### src/rtl/rs_codec_pkg.sv
// Shared types for the RS message extractor: FSM state, FIFO entry tags, width helpers.
// Latency: n/a (types and constant functions only).
// Backpressure: n/a.
package rs_codec_pkg;

  // Default geometry of the RS(15,11) decoder this stage normally follows
  localparam int unsigned RS_SYM_W_DEF = 8;
  localparam int unsigned RS_N_DEF     = 15;
  localparam int unsigned RS_K_DEF     = 11;
  localparam int unsigned RS_DEPTH_DEF = 16;

  // Position counter width: enough to index every beat of a codeword
  function automatic int unsigned idx_width(input int unsigned n);
    return (n < 2) ? 1 : $clog2(n);
  endfunction

  // FIFO pointer / occupancy width: one extra bit so occupancy can reach DEPTH
  function automatic int unsigned ptr_width(input int unsigned depth);
    return $clog2(depth) + 1;
  endfunction

  localparam int unsigned RS_IDX_W = idx_width(RS_N_DEF);
  localparam int unsigned RS_PTR_W = ptr_width(RS_DEPTH_DEF);

  // Codeword framing state
  typedef enum logic [1:0] {
    IDLE = 2'd0,
    MSG  = 2'd1,
    PAR  = 2'd2
  } rs_state_t;

  // Per-symbol framing tags carried alongside each buffered message symbol
  typedef struct packed {
    logic sop;
    logic eom;
    logic err;
  } rs_tag_t;

  // FIFO entry at the default symbol width
  typedef struct packed {
    rs_tag_t                 tag;
    logic [RS_SYM_W_DEF-1:0] sym;
  } rs_entry_t;

endpackage

### src/rtl/rs_sym_fifo.sv
// First-word-fall-through FIFO: head entry is visible on pop_dat whenever !empty.
// Latency: 1 cycle from push to visible head; occupancy is registered.
// Backpressure: full blocks pushes (a same-cycle pop does not free a slot).
module rs_sym_fifo #(
  parameter int WIDTH = 8,
  parameter int DEPTH = 16
) (
  input  logic             clk,
  input  logic             rst,
  input  logic             push,
  input  logic [WIDTH-1:0] push_dat,
  input  logic             pop,
  output logic [WIDTH-1:0] pop_dat,
  output logic             full,
  output logic             empty
);

  localparam int AW = $clog2(DEPTH);
  localparam int PW = AW + 1;

  logic [WIDTH-1:0] mem [DEPTH];
  logic [PW-1:0]    wr_ptr;
  logic [PW-1:0]    rd_ptr;
  logic [PW-1:0]    count;
  logic             do_push;
  logic             do_pop;

  // Pointers wrap at DEPTH so the low bits index storage directly
  function automatic logic [PW-1:0] bump(input logic [PW-1:0] p);
    return (p == PW'(DEPTH - 1)) ? '0 : p + 1'b1;
  endfunction

  assign full    = (count == PW'(DEPTH));
  assign empty   = (count == '0);
  assign do_push = push && !full;
  assign do_pop  = pop && !empty;
  assign pop_dat = mem[rd_ptr[AW-1:0]];

  // Storage write; contents need no reset because empty masks the head
  always_ff @(posedge clk) begin
    if (do_push) begin
      mem[wr_ptr[AW-1:0]] <= push_dat;
    end
  end

  // Pointer and occupancy bookkeeping; push+pop together leaves count unchanged
  always_ff @(posedge clk or negedge rst) begin
    if (!rst) begin
      wr_ptr <= '0;
      rd_ptr <= '0;
      count  <= '0;
    end else begin
      if (do_push) begin
        wr_ptr <= bump(wr_ptr);
      end
      if (do_pop) begin
        rd_ptr <= bump(rd_ptr);
      end
      case ({do_push, do_pop})
        2'b10:   count <= count + 1'b1;
        2'b01:   count <= count - 1'b1;
        default: count <= count;
      endcase
    end
  end

endmodule

### src/rtl/rs_msg_extractor.sv
// Strips the n-k parity symbols from corrected codewords and re-frames the k message symbols.
// Latency: 1 cycle input-to-output through a FWFT FIFO of DEPTH entries.
// Backpressure: o_in_ready = !full for beats that are buffered; parity/discarded beats always accepted.
// Optional build macro RS_MSG_DROP_ERR_EN: drop whole codewords whose start beat flags an error.
module rs_msg_extractor
  import rs_codec_pkg::*;
#(
  parameter int word_length = 8,
  parameter int n           = 15,
  parameter int k           = 11,
  parameter int DEPTH       = 16
) (
  input  logic                   clk,
  input  logic                   rst,
  input  logic                   i_start_codeword,
  input  logic                   i_end_codeword,
  input  logic                   i_error,
  input  logic                   i_valid,
  input  logic [word_length-1:0] i_symbol,
  output logic                   o_in_ready,
  output logic                   o_start_message,
  output logic                   o_end_message,
  output logic                   o_error,
  output logic                   o_valid,
  output logic [word_length-1:0] o_symbol,
  input  logic                   i_consume,
  output logic                   o_frame_err
);

  localparam int IDX_W = int'(idx_width(n));

  localparam logic [IDX_W-1:0] LAST_MSG  = IDX_W'(k - 1);
  localparam logic [IDX_W-1:0] LAST_BEAT = IDX_W'(n - 1);

  typedef struct packed {
    rs_tag_t                tag;
    logic [word_length-1:0] sym;
  } entry_t;

  localparam int ENTRY_W = $bits(entry_t);

`ifdef RS_MSG_DROP_ERR_EN
  // Errored codewords never reach the sink, so the error tag is never raised
  localparam logic ERR_FWD = 1'b0;
  logic drop_start;
  assign drop_start = i_error;
`else
  localparam logic ERR_FWD = 1'b1;
  logic drop_start;
  assign drop_start = 1'b0;
`endif

  rs_state_t        state_q, state_d;
  logic [IDX_W-1:0] idx_q, idx_d;
  logic             err_q, err_d;
  logic             drop_q, drop_d;
  logic             ferr_q, ferr_d;

  logic             beat;
  logic             will_write;
  logic             push;
  logic             pop;
  logic             fifo_full;
  logic             fifo_empty;
  entry_t           push_dat;
  entry_t           head_dat;

  assign beat = i_valid && o_in_ready;
  assign push = beat && will_write;
  assign pop  = o_valid && i_consume;

  // FSM state register plus the per-codeword error/drop flags and the frame-error pulse
  always_ff @(posedge clk or negedge rst) begin
    if (!rst) begin
      state_q <= IDLE;
      idx_q   <= '0;
      err_q   <= 1'b0;
      drop_q  <= 1'b0;
      ferr_q  <= 1'b0;
    end else begin
      state_q <= state_d;
      idx_q   <= idx_d;
      err_q   <= err_d;
      drop_q  <= drop_d;
      ferr_q  <= ferr_d;
    end
  end

  // Next state: a start beat always (re)opens a codeword; ends and overruns fall back to IDLE
  always_comb begin
    state_d = state_q;
    idx_d   = idx_q;
    err_d   = err_q;
    drop_d  = drop_q;
    if (beat) begin
      if (i_start_codeword) begin
        idx_d  = IDX_W'(1);
        err_d  = i_error;
        drop_d = drop_start;
        if (i_end_codeword) begin
          state_d = IDLE;
          idx_d   = '0;
        end else if (k == 1) begin
          state_d = PAR;
        end else begin
          state_d = MSG;
        end
      end else begin
        case (state_q)
          MSG: begin
            idx_d = idx_q + 1'b1;
            if (i_end_codeword) begin
              state_d = IDLE;
              idx_d   = '0;
            end else if (idx_q == LAST_MSG) begin
              state_d = PAR;
            end
          end
          PAR: begin
            idx_d = idx_q + 1'b1;
            if (i_end_codeword || (idx_q == LAST_BEAT)) begin
              state_d = IDLE;
              idx_d   = '0;
            end
          end
          default: begin
            state_d = IDLE;
          end
        endcase
      end
    end
  end

  // Outputs of the FSM: what gets buffered, how it is tagged, and whether framing was violated
  always_comb begin
    will_write       = 1'b0;
    push_dat.tag.sop = 1'b0;
    push_dat.tag.eom = 1'b0;
    push_dat.tag.err = 1'b0;
    push_dat.sym     = i_symbol;
    ferr_d           = 1'b0;
    if (i_start_codeword) begin
      // An end on the start beat is always early since n >= 2
      will_write       = !drop_start;
      push_dat.tag.sop = 1'b1;
      push_dat.tag.eom = (k == 1) || i_end_codeword;
      push_dat.tag.err = ERR_FWD && (i_error || i_end_codeword);
      ferr_d           = beat && ((state_q != IDLE) || i_end_codeword);
    end else begin
      case (state_q)
        MSG: begin
          // Any end inside the message part is early because k < n
          will_write       = !drop_q;
          push_dat.tag.eom = (idx_q == LAST_MSG) || i_end_codeword;
          push_dat.tag.err = ERR_FWD && (err_q || i_end_codeword);
          ferr_d           = beat && i_end_codeword;
        end
        PAR: begin
          // Violation when the end marker and the last position disagree
          ferr_d = beat && (i_end_codeword != (idx_q == LAST_BEAT));
        end
        default: begin
          ferr_d = beat;
        end
      endcase
    end
  end

  assign o_in_ready = !will_write || !fifo_full;
  assign o_frame_err = ferr_q;

  rs_sym_fifo #(
    .WIDTH (ENTRY_W),
    .DEPTH (DEPTH)
  ) u_fifo (
    .clk      (clk),
    .rst      (rst),
    .push     (push),
    .push_dat (push_dat),
    .pop      (pop),
    .pop_dat  (head_dat),
    .full     (fifo_full),
    .empty    (fifo_empty)
  );

  // Head entry drives the sink directly; everything reads as zero while empty
  assign o_valid         = !fifo_empty;
  assign o_start_message = o_valid && head_dat.tag.sop;
  assign o_end_message   = o_valid && head_dat.tag.eom;
  assign o_error         = o_valid && head_dat.tag.err;
  assign o_symbol        = o_valid ? head_dat.sym : '0;

endmodule

### config.mk
export PLATFORM = sky130hd
export DESIGN_NAME = rs_msg_extractor
export DESIGN_NICKNAME = d
export VERILOG_FILES = /design/src/rtl/rs_codec_pkg.sv /design/src/rtl/rs_sym_fifo.sv /design/src/rtl/rs_msg_extractor.sv
export SDC_FILE = /design/constraint.sdc
export NUM_CORES = 1
export LEC_CHECK = 0
export ABC_CLOCK_PERIOD_IN_PS = 7500
export CELL_PAD_IN_SITES_DETAIL_PLACEMENT = 1
export CELL_PAD_IN_SITES_GLOBAL_PLACEMENT = 1
export CORE_MARGIN = 2
export CORE_UTILIZATION = 30
export DETAILED_ROUTE_END_ITERATION = 6
export HOLD_SLACK_MARGIN = 0.03
export PLACE_DENSITY = 0.49
export SLEW_MARGIN = 40
export SYNTH_ARGS = -nofsm -noshare
export SYNTH_HDL_FRONTEND = slang
export SYNTH_SLANG_ARGS = --single-unit
### constraint.sdc
create_clock -name clk -period 7.5 [get_ports clk]
set_input_delay 1.5 -clock clk [delete_from_list [all_inputs] [get_ports clk]]
set_output_delay 1.5 -clock clk [all_outputs]
set_load 0.01 [all_outputs]
Word level (Yosys, flattened, before mapping)
Memories as Yosys holds them, arrays and structs flattened.
Cells that the tools add are included.
{"block": "totals", "reg_bits": 23, "ramBits": 176, "inputBits": 15, "out_inout_bits": 14, "elab_cells": 76, "memories": 1}
{"memory": "u_fifo.mem", "words": 16, "word_bits": 11, "read_ports": 1, "rd_clocked_by_memory_dff": 0, "write_ports": 1, "line_no": "rs_sym_fifo.sv:21", "text": "logic [WIDTH-1:0] mem [DEPTH];"}
{"block": "classes", "n_addsub": 5, "eq_ne": 12, "n_mux": 24, "n_reduce_logical": 27}
{"op": "5-bit by 1-bit adder with 5-bit output, second input constant", "count": 3}
{"op": "2-bit two-way mux", "count": 6}
{"op": "4-bit two-way mux", "count": 3}
{"op": "1-bit logical AND", "count": 11}
{"op": "5-bit by 4-bit equality test with 1-bit output, second input constant", "count": 2}
{"op": "5-bit two-way mux", "count": 2}
{"op": "5-bit one-hot mux with 2 select lines", "count": 1}
{"op": "4-bit equality test, second input constant", "count": 2}
{"op": "1-bit two-way mux", "count": 8}
{"op": "8-bit two-way mux", "count": 1}
{"op": "4-bit one-hot mux with 2 select lines", "count": 1}
{"op": "1-bit logical OR", "count": 6}
{"op": "5-bit equality test, second input constant", "count": 1}
{"op": "5-bit zero test", "count": 1}
{"op": "5-bit by 1-bit subtractor with 5-bit output, second input constant", "count": 1}
{"op": "4-bit by 1-bit adder with 4-bit output, second input constant", "count": 1}
{"op": "2-bit by 1-bit equality test with 1-bit output, second input constant", "count": 2}
{"op": "2-bit equality test, second input constant", "count": 2}
{"op": "4-bit != test, second input constant", "count": 1}
{"op": "2-bit one-hot mux with 2 select lines", "count": 1}
{"op": "2-bit AND reduction", "count": 2}
{"op": "2-bit nonzero test", "count": 2}
{"op": "1-bit zero test", "count": 3}
{"op": "3-bit != test, second input constant", "count": 1}
{"op": "other kinds (4)", "count": 4}

Depth between registers and ports, before layout
{"block": "logic_depth", "depth_word": 10, "ltp_mapped": 13}

Modules after synthesis
Synthesis repeated with hierarchy kept, for this count alone.
{"block": "hier_totals", "hier_cells": 512, "hier_area_um2": 8430.6}
{"module": "rs_sym_fifo", "instances": 1, "cells_per_inst": 434, "area_per_inst_um2": 7751.2, "seq_area_each_um2": 5660.4}
{"module": "rs_msg_extractor", "instances": 1, "cells_per_inst": 78, "area_per_inst_um2": 679.4, "seq_area_each_um2": 200.2}

Least setup slack after synthesis
OpenSTA, ideal clock, no wires.
{"block": "synth_timing", "kind": "input to register", "startpoint": "input port i_start_codeword", "endpoint": "register u_fifo.count[4]", "setup_ns": 0.137, "arrival_time_ns": 3.393, "t_required_ns": 7.363, "slack_ns": 3.970, "path_stages": 11, "cell_sequence": "o21ai_0 > a21oi_1 > inv_1 > ha_1 > clkbuf_1 > xor2_1 > ha_1 > o211ai_1 > nor4_1 > a311oi_1 > o211ai_1"}
{"block": "synth_via", "elab_chain_len": 8}
{"element": "start, declared", "line_no": "rs_msg_extractor.sv:15", "text": "input logic i_start_codeword,"}
{"element": "1-bit two-way mux (*)", "line_no": "rs_msg_extractor.sv:142", "text": "if (i_start_codeword) begin"}
{"element": "1-bit zero test", "line_no": "rs_msg_extractor.sv:169", "text": "assign o_in_ready = !will_write || !fifo_full;"}
{"element": "1-bit logical OR", "line_no": "rs_msg_extractor.sv:169"}
{"element": "1-bit logical AND", "line_no": "rs_msg_extractor.sv:68", "text": "assign beat = i_valid && o_in_ready;"}
{"element": "1-bit logical AND (*)", "line_no": "rs_msg_extractor.sv:69", "text": "assign push = beat && will_write;"}
{"element": "1-bit logical AND (*)", "line_no": "rs_sym_fifo.sv:35", "text": "assign do_push = push && !full;"}
{"element": "2-bit by 1-bit equality test with 1-bit output / 2-bit equality test (equally long branches)", "line_no": "rs_sym_fifo.sv:59", "text": "case ({do_push, do_pop})"}
{"element": "5-bit one-hot mux with 2 select lines / 2-bit nonzero test (equally long branches)"}
{"element": "end signal, assigned", "line_no": "rs_sym_fifo.sv:60", "text": "2'b10: count <= count + 1'b1;"}
{"element": "end signal, assigned", "line_no": "rs_sym_fifo.sv:61", "text": "2'b01: count <= count - 1'b1;"}
{"element": "end signal, assigned", "line_no": "rs_sym_fifo.sv:62", "text": "default: count <= count;"}
{"element": "end, declared", "line_no": "rs_sym_fifo.sv:24", "text": "logic [PW-1:0] count;"}
Mark *: on every way between the ends. The rest lies on a longest branch, timed or not.
A chain may end at the register's enable or synchronous reset.

Worst setup path after layout
{"block": "layout_timing", "startpoint": "register u_fifo.rd_ptr[0]", "endpoint": "output port o_end_message"}
{"block": "layout_via", "elab_chain_len": 2}
{"element": "start, declared", "line_no": "rs_sym_fifo.sv:23", "text": "logic [PW-1:0] rd_ptr;"}
{"element": "start signal, assigned", "line_no": "rs_sym_fifo.sv:57", "text": "rd_ptr <= bump(rd_ptr);"}
{"element": "memory read 16 x 11 bit"}
{"element": "1-bit logical AND", "line_no": "rs_msg_extractor.sv:189", "text": "assign o_end_message = o_valid && head_dat.tag.eom;"}
{"element": "end, declared", "line_no": "rs_msg_extractor.sv:22", "text": "output logic o_end_message,"}
Every way passes these cells.

==> results.toml <==
[clocking]
h-tree-depth = 4
cts_buffers = 17
clock_latency_ns = 0.44
cts_buffer_depth = 2
clk_pin_slew_ns = 0.08
cts-resized-gates = 0
cts_tree = "built"
cts_num_sinks = 199
cts_root_buf = "clkbuf_16"
cts-hold-fix-buffers = 0
cts_setup_buffers = 0

[grt]
grt_pass1_wl_mm = 29.6
antenna_found_initial = 0
grt_usage_pct = 14.0
grt_overflow_total = 0
grt_pass1_vias = 4826
grt_max_degree = 45

[sta]
grt_setup_unrepaired = "false"
slew_viol_final = 0
fin_setup_tns_ns = 0
hold_viol_final = 0
finalCritPeriodShare_pct = 62.2
post-route-min-period_ns = 4.67
worst_pin_slew_ns = 0.746
fmax_mhz = 214
setup_violations = 0
relSlewSlack_pct = 50.3
skew_ns = 0.0141

[yosys]
syn_area_um2 = 8360
synth_top_area_share_pct = 63.2
synth_ff_type = "edfxtp_1"
synth_cell_types = 54
yosysWarnings = 0
synth.largest_area_cell = "edfxtp_1"
synth_edf_count = 176
synthTopCellsByArea = "edfxtp_1 63%, mux4_2 12%, dfrtp_1 6.9%"
synth-seq-area-share_pct = 70.1
synthCells = 466
syn-num-nets = 496
syn_area_per_cell_um2 = 17.9
synthArstFlopShare_pct = 11.6
synth_most_common_cell = "edfxtp_1"
synthTopCellsByCount = "176 x edfxtp_1, 44 x mux4_2, 23 x a211oi_1, 23 x dfrtp_1"
synth_seq_cells = 199

[place]
port_buffers = 28
dp_hpwl_mm = 11.6
finalWeightedCongestion = 0.795

[drt]
highest_layer = "met4"
drc = 0
wire_per_inst_um = 21.3
drtIter0Drc = 297
vias = 4256
routed_wl_mm = 18.9
vias_per_cell = 4.79
wl_met2_mm = 9.66
firstDrtPassIters = 4
m1WireLength_mm = 8.50
met3_wirelength_um = 507
postRouteAntennaNets = 0

[worst_hold_path]
min_path_cells = 1
min_to = "u_fifo.rd_ptr[4]"
worstHoldPathType = "reg2reg"
hp-start = "u_fifo.rd_ptr[4]"

[worst_setup_path]
arrival_ns = 3.17
crit_type = "reg2out"
crit_path_end_kind = "output pin"
timing.rr.start = "u_fifo.count[2]"
r2r_cells = 10
timing.rr.end = "u_fifo.count[4]"
crit_path_start_kind = "flop"
crit_fanout = 30
rrSetupSlack_ns = 4.31
required_ns = 6.00

[run_status]
outcome = "complete, no violations"

[floorplan]
io_pins = 29
fp.dieW_um = 171
start_util_pct = 30.3
die_y_um = 171
rows = 61
die-area_um2 = 29200
core_um2 = 27600

[finish]
antenna_cells = 0
drive_above_1_share_pct = 20.0
area_growth_pct = 15.6
finalNetCount = 528

[run]
drv_cap = 0

[power]
vdd_drop_max_uv = 156
p_leak_nw = 3.11
p_total_mw = 3.26
powerDensity_nw_per_um2 = 337
-- metal layers --
layer,vias up,GRT usage (%)
met4,0,3.91
met5,-,0
li1,1933,-
met1,2247,17.9
met2,62,24.0
met3,14,2.91
-- critical path: stages (launching register included) --
cell and delay, ns:
dfrtp_2 0.36, buf_4 0.49, mux4_2 0.57, nor2b_1 0.15, a211oi_1 0.50, a211oi_1 0.13
clkdlybuf4s50_1 0.52
-- how the worst max path moves through the flow --
stage / from / to / slack (ns)
2_1_floorplan: i_start_codeword / u_fifo.count[4] / 3.97
3_3_place_gp: i_start_codeword / o_in_ready / 2.29
3_5_place_dp: i_start_codeword / o_in_ready / 3.02
4_1_cts: u_fifo.rd_ptr[0] / o_end_message / 2.76
5_1_grt: u_fifo.rd_ptr[0] / o_symbol[7] / 2.63
6_report: u_fifo.rd_ptr[0] / o_end_message / 2.83
-- cell usage in the layout, fill, tap and decap left out, types with 5 or more instances in the layout --
cell type and instances:
mux2i_1 12, and2_1 10, edfxtp_1 176, nor2b_1 15, and3_1 5, nor2_1 8
ha_1 15, clkdlybuf4s50_1 27, buf_4 9, clkbuf_16 17, a211oi_1 23, inv_1 12
dfrtp_1 20, nand3_1 7, inv_8 5, a21oi_1 5, nand2_1 16, mux4_2 44
o21ai_0 11
-- logic make-up (layout without fill, tap and decap cells) --
family,after synthesis,count (layout),share of synthesized area [%]
flip-flops,199,199,70.1
AND/OR/NAND/NOR,86,86,5.95
AO/OA/AOI/OAI,64,64,5.31
multiplexers,59,59,13.7
buffers and inverters,37,81,2.09
adder cells (fa/ha/maj),15,15,2.24
XOR/XNOR,6,6,0.628
-- report_power, final --
part,switching (mW),total (mW),internal (mW)
sequential,0.0829,1.39,1.31
combinational,0.514,0.966,0.452
clock,0.454,0.900,0.446
total,1.05,3.26,2.21
-- flip-flops by register name, indices dropped and copies added (netlist names) --
| name | cells |
|---|---|
| idx_q | 4 |
| state_q | 2 |
| u_fifo.rd_ptr | 5 |
| u_fifo.wr_ptr | 5 |
| u_fifo.mem | 176 |
| err_q | 1 |
| o_frame_err | 1 |
| u_fifo.count | 5 |
-- stage by stage --
| step | utilization [%] | hold slack (ns) | setup slack (ns) | std cells | cell area [µm²] |
|---|---|---|---|---|---|
| 2_1_floorplan | - | 0.450 | 3.97 | 466 | 8360 |
| 3_3_place_gp | 32.8 | 0.461 | 2.29 | 856 | 9070 |
| 3_5_place_dp | 32.8 | 0.472 | 3.02 | 856 | 9070 |
| 4_1_cts | 34.9 | 0.491 | 2.76 | 887 | 9650 |
| 5_1_grt | 35.0 | 0.522 | 2.63 | 888 | 9670 |
| 6_report | 35.0 | 0.485 | 2.83 | 888 | 9670 |
-- cell type report --
class	instances	area (µm²)
flip-flops and latches	199	5860
multi-input cells	230	2350
clock inverters	14	156
well taps	378	473
inverters	12	45.0
repair buffers	38	354
fillers	2817	18000
clock buffers	17	425
No activity file was read; power rests on OpenSTA's default activity.
